--- config.mk ---
export PLATFORM = sky130hd
export DESIGN_NAME = bp_me_stream_to_burst_buffered
export DESIGN_NICKNAME = d
export VERILOG_FILES = /design/src/rtl/bp_me_stream_to_burst_buffered.sv
export SDC_FILE = /design/constraint.sdc
export NUM_CORES = 1
export LEC_CHECK = 0
export BUFFER_PORTS_ARGS = -buffer_cell sky130_fd_sc_hd__buf_2
export CAP_MARGIN = 20
export CORE_MARGIN = 2
export CORE_UTILIZATION = 30
export CTS_CLUSTER_SIZE = 24
export DETAILED_ROUTE_END_ITERATION = 16
export PLACE_DENSITY = 0.72
export REMOVE_ABC_BUFFERS = 1
export SKIP_CTS_REPAIR_TIMING = 1
export SYNTH_ARGS = -nofsm -noshare
export SYNTH_HDL_FRONTEND = slang
export SYNTH_SLANG_ARGS = --single-unit
--- constraint.sdc ---
create_clock -name clk_i -period 7.1 [get_ports clk_i]
set_input_delay 1.42 -clock clk_i [delete_from_list [all_inputs] [get_ports clk_i]]
set_output_delay 1.42 -clock clk_i [all_outputs]
set_load 0.02 [all_outputs]
--- src/rtl/bp_me_stream_to_burst_buffered.sv ---
// Stream-to-Burst converter with a registered header slot and a data FIFO so
// the Burst header and data channels drain independently of each other.
//
// Header layout (LSB first): msg_type[3:0], subop[3:0], addr, size[2:0], payload.
// Only msg_type is interpreted here; the remaining fields pass through untouched.
module bp_me_stream_to_burst_buffered #(
  parameter int          paddr_width_p   = 40,
  parameter int          data_width_p    = 64,
  parameter int          payload_width_p = 16,
  parameter logic [15:0] payload_mask_p  = 16'h0000,
  parameter int          data_els_p      = 2,
  localparam int msg_type_width_lp  = 4,
  localparam int bp_header_width_lp = msg_type_width_lp + 4 + paddr_width_p + 3 + payload_width_p
) (
  input  logic                          clk_i,
  input  logic                          reset_i,

  input  logic [bp_header_width_lp-1:0] in_msg_header_i,
  input  logic [data_width_p-1:0]       in_msg_data_i,
  input  logic                          in_msg_v_i,
  input  logic                          in_msg_last_i,
  output logic                          in_msg_ready_and_o,

  output logic [bp_header_width_lp-1:0] out_msg_header_o,
  output logic                          out_msg_header_v_o,
  output logic                          out_msg_has_data_o,
  input  logic                          out_msg_header_ready_and_i,

  output logic [data_width_p-1:0]       out_msg_data_o,
  output logic                          out_msg_data_v_o,
  output logic                          out_msg_last_o,
  input  logic                          out_msg_data_ready_and_i
);

  localparam int ptrWidthLp = (data_els_p > 1) ? $clog2(data_els_p) : 1;
  localparam int cntWidthLp = $clog2(data_els_p + 1);

  // Header slot and message tracking
  logic                          first_q, first_d;
  logic                          hdrValid_q, hdrValid_d;
  logic [bp_header_width_lp-1:0] hdr_q, hdr_d;
  logic                          draining_q, draining_d;

  // Data FIFO: each entry is {last, data}
  logic [data_width_p:0]         fifoMem_q [data_els_p];
  logic [ptrWidthLp-1:0]         wrPtr_q, wrPtr_d;
  logic [ptrWidthLp-1:0]         rdPtr_q, rdPtr_d;
  logic [cntWidthLp-1:0]         count_q, count_d;

  logic fifoFull, fifoValid;
  logic inHasData, slotHasData;
  logic inAccept, fifoPush, fifoPop, hdrHandshake;
  logic headLast;

  function automatic logic [ptrWidthLp-1:0] nextPtr(input logic [ptrWidthLp-1:0] ptr);
    if (ptr == ptrWidthLp'(data_els_p - 1)) begin
      return '0;
    end
    return ptr + ptrWidthLp'(1);
  endfunction

  assign fifoFull    = (count_q == cntWidthLp'(data_els_p));
  assign fifoValid   = (count_q != '0);
  assign inHasData   = payload_mask_p[in_msg_header_i[msg_type_width_lp-1:0]];
  assign slotHasData = payload_mask_p[hdr_q[msg_type_width_lp-1:0]];
  assign headLast    = fifoMem_q[rdPtr_q][data_width_p];

  // A first beat also needs the header slot free; a full FIFO always stalls input,
  // even when a pop happens in the same cycle.
  assign in_msg_ready_and_o = ~reset_i & ~fifoFull & (~first_q | ~hdrValid_q);
  assign inAccept           = in_msg_ready_and_o & in_msg_v_i;
  assign fifoPush           = inAccept & (~first_q | inHasData);

  // The next header waits until the previous message's data has fully left.
  assign out_msg_header_o   = hdr_q;
  assign out_msg_header_v_o = hdrValid_q & ~draining_q;
  assign out_msg_has_data_o = slotHasData;
  assign hdrHandshake       = out_msg_header_v_o & out_msg_header_ready_and_i;

  assign out_msg_data_o     = fifoMem_q[rdPtr_q][data_width_p-1:0];
  assign out_msg_last_o     = headLast;
  assign out_msg_data_v_o   = fifoValid & draining_q;
  assign fifoPop            = out_msg_data_v_o & out_msg_data_ready_and_i;

  // Next-state logic for the header slot, draining flag and FIFO bookkeeping
  always_comb begin
    first_d    = first_q;
    hdrValid_d = hdrValid_q;
    hdr_d      = hdr_q;
    draining_d = draining_q;
    wrPtr_d    = wrPtr_q;
    rdPtr_d    = rdPtr_q;
    count_d    = count_q;

    if (inAccept) begin
      first_d = in_msg_last_i;
    end

    if (inAccept && first_q) begin
      hdr_d      = in_msg_header_i;
      hdrValid_d = 1'b1;
    end else if (hdrHandshake) begin
      hdrValid_d = 1'b0;
    end

    if (fifoPop && headLast) begin
      draining_d = 1'b0;
    end else if (hdrHandshake && slotHasData) begin
      draining_d = 1'b1;
    end

    if (fifoPush) begin
      wrPtr_d = nextPtr(wrPtr_q);
    end
    if (fifoPop) begin
      rdPtr_d = nextPtr(rdPtr_q);
    end

    case ({fifoPush, fifoPop})
      2'b10:   count_d = count_q + cntWidthLp'(1);
      2'b01:   count_d = count_q - cntWidthLp'(1);
      default: count_d = count_q;
    endcase
  end

  // Control state registers with synchronous reset; reset discards in-flight messages
  always_ff @(posedge clk_i) begin
    if (reset_i) begin
      first_q    <= 1'b1;
      hdrValid_q <= 1'b0;
      hdr_q      <= '0;
      draining_q <= 1'b0;
      wrPtr_q    <= '0;
      rdPtr_q    <= '0;
      count_q    <= '0;
    end else begin
      first_q    <= first_d;
      hdrValid_q <= hdrValid_d;
      hdr_q      <= hdr_d;
      draining_q <= draining_d;
      wrPtr_q    <= wrPtr_d;
      rdPtr_q    <= rdPtr_d;
      count_q    <= count_d;
    end
  end

  // FIFO storage needs no reset; the pointers and count define what is valid
  always_ff @(posedge clk_i) begin
    if (fifoPush) begin
      fifoMem_q[wrPtr_q] <= {in_msg_last_i, in_msg_data_i};
    end
  end

endmodule

==> summary.md <==
| Metric | Value |
|---|---|
| Outcome | `complete, no violations` |
| RSZ-0062 raised after global routing | `no` |
| Longest Clk Path Bufs | `2` |
| First-pass GRT wire length | `roughly 18 mm` |
| Register bit total from synthesis | `137` |
| Total power density per cell area | `about 300 nW/um2` |
| Via/cell ratio | `around 4.4` |
| Post-Syn Area per Cell | `approximately 12 um2` |
| Num CTS Buffers | `17` |
| Compound-gate portion of the synthesized area | `0.0838` |
| Routed WL per cell | `roughly 15 um` |
| HP Class | `reg -> reg` |
| Fin crit share | `0.478` |
| Hold_sp | `out_msg_header_o[8]` |
| DR vias | `between 3k and 4k` |
| Setup TNS | `0 ns` |
| CTS tree | `done` |
| Clk_skew | `just under 0.01 ns` |
| Crit Path Max Fanout | `3` |
| Reg-to-reg critical path endpoint | `out_msg_header_o[0]` |
| Clock Pin Slew Worst Setup and Hold Paths | `about 0.06 ns` |
| Critical Path End | `in_msg_ready_and_o` |
| Root Buffer | `clkbuf_16` |
| # DRC | `0` |
| Endpoints failing setup | `0` |
| Register area share after synthesis | `0.752` |
| Pin count of the biggest net entering global routing | `74` |
| Synthesized cell area | `4510 um2` |
| Fin area | `between 6000 and 7000 um2` |
| Drt pass-1 iters | `4` |
| Fraction of the mapped netlist area in adder cells | `0.00277` |
| Site Rows | `between 40 and 50` |
| Starting Density | `0.309` |
| Crit. End Element | `primary output` |
| Synth top area cells | `edfxtp_1 (43%), dfxtp_1 (32%), nand2_1 (11%), a21oi_1 (7.5%), buf_4 (1.5%)` |
| Share of cells above drive strength 1 | `0.467` |
| Fillers | `approximately 1.4k` |
| Register area | `3390 um2` |
| Combinational family with the most area after synthesis | `simple AND/OR/NAND/NOR gates` |
| Max-slew violation count | `0` |
| Share of the synthesized area in the top cell type | `0.433` |
| Post-synth top area cell | `edfxtp_1` |
| Placer Congestion | `around 0.73` |
| Vias in the first global route | `roughly 3.6k` |
| R2R depth | `6` |
| Layout area overhead | `46.5%` |
| Worst skew pair latency | `~0.42 ns` |
| Yosys warnings | `0` |
| Cell Area, Placed | `~6000 um2` |
| Worst Setup Start Kind | `input port` |
| Multiplexer share of the synthesized area | `0` |
| Die height | `127 um` |
| NumNets Final | `slightly below 800` |
| CP required | `about 5.7 ns` |
| H-tree level count | `4` |
| Max-cap violations | `0` |
| Antenna cell count | `0` |
| Clock sinks | `between 100 and 150` |
| PortBufs | `approximately 270` |
| Syn Inst Count | `about 380` |
| Max rail drop VDD | `roughly 0.00014 V` |
| Worst-Margin Slew | `between 0.7 and 0.8 ns` |
| Die footprint | `around 16000 um2` |
| Footprint of the multi-input gates | `1000 um2` |
| CP Data Arrival Time | `1.97 ns` |
| IO Count | `273` |
| Congestion Overflow GR | `0` |
| Achievable Freq | `slightly below 300 MHz` |
| R2r setup slk | `between 4 and 5 ns` |
| Critical R2R Launch | `count_q[0]` |
| Synth cell types | `21` |
| Antenna violations before repair | `0` |
| Relative slew slack | `0.472` |
| Leak pwr | `a little under 3 nW` |
| Horiz. Die Dim | `about 130 um` |
| Xor/xnor share of the synthesized area | `0.00388` |
| Crit Path Category | `in -> out` |
| Iter 0 DRT Violations | `between 150 and 200` |
| Post-synthesis simple-gate area fraction | `0.125` |
| Overall routing resource usage | `0.152` |
| Final hold vios | `0` |
| DP Wirelength | `around 9 mm` |
| Final WL | `12.5 mm` |
| Final ANT Viol Nets | `0` |
| Critical Path Start | `reset_i` |
| Core area | `14600 um2` |
| Crit path time final | `3.39 ns` |
[stage by stage]
stage               setup slack (ns)  cells  power (mW)  hold WS [ns]  utilization
global placement                3.71    813        1.11         0.438        0.411
global route                    3.66    846        2.06         0.469        0.453
floorplan                    0.00378    357        1.01         0.477            -
CTS                             3.71    845        2.00         0.451        0.452
detailed placement              3.71    813        1.11         0.443        0.411
finish                          3.71    846        1.98         0.449        0.453
[cells in the final DEF, fill, tap and decap left out, types with 3 or more instances in the layout]
cell	count
inv_6	6
nand2_1	134
clkinvlp_4	5
a21oi_1	68
buf_4	3
dfxtp_1	72
clkbuf_16	17
edfxtp_1	65
buf_2	269
nor2_1	3
[per-layer routing]
layer  share of wire  track usage  up-vias  wire, um
met2            0.46        0.243      200      5790
met3            0.10       0.0628       19      1270
met5               0            0        -         0
li1                -            -     1817         -
met4           0.023       0.0724        0       289
met1            0.41        0.178     1708      5120
[kinds of logic after synthesis]
kind of cell	after synthesis
fa+ha+maj	1
flops	137
buf+inv	26
simple gates	142
xor+xnor	2
other cells	1
compound gates	72
[synth_stat cells]
cell type    n
nand2_1    134
nor3b_2      1
nand4bb_1    1
a211oi_1     1
conb_1       1
clkbuf_1     9
xnor2_1      2
and4bb_2     1
inv_1        1
a21oi_1     68
a21boi_0     1
nor3b_1      1
a211oi_2     1
buf_4        9
nor2_1       3
a311o_1      1
nand2b_1     1
dfxtp_1     72
edfxtp_1    65
buf_2        7
ha_1         1
[worst min path at each step]
stage,endpoint,slack (ns),depth (start not counted)
global route,out_msg_header_o[39],0.47,2
floorplan,count_q[1],0.48,2
detailed placement,out_msg_header_o[20],0.44,2
global placement,out_msg_header_o[3],0.44,2
finish,out_msg_header_o[8],0.45,2
CTS,out_msg_header_o[20],0.45,2
[worst max-delay path: stages]
cell	delay, ns
buf_2	0.13
a211oi_2	0.21
buf_2	0.22
[power by group]
group          internal (mW)  switching (mW)  total (mW)
Combinational         0.0778           0.132       0.210
Sequential             0.866          0.0164       0.882
Clock                  0.526           0.359       0.885
Total                   1.47           0.507        1.98
[state kept, by name (all words and copies together), names as in the netlist]
name              count
out_msg_header_o     67
fifoMem_q            65
hdrValid_q            1
wrPtr_q               1
count_q               2
first_q               1
[final cells by class]
type	instances	area share
multi-input cells	219	0.151
flip-flops and latches	137	0.514
well taps	184	0.0348
clock inverters	14	0.0244
inverters	1	0.000568
clock buffers	18	0.0649
repair buffers	273	0.210
No activity file was read; power rests on OpenSTA's default activity.
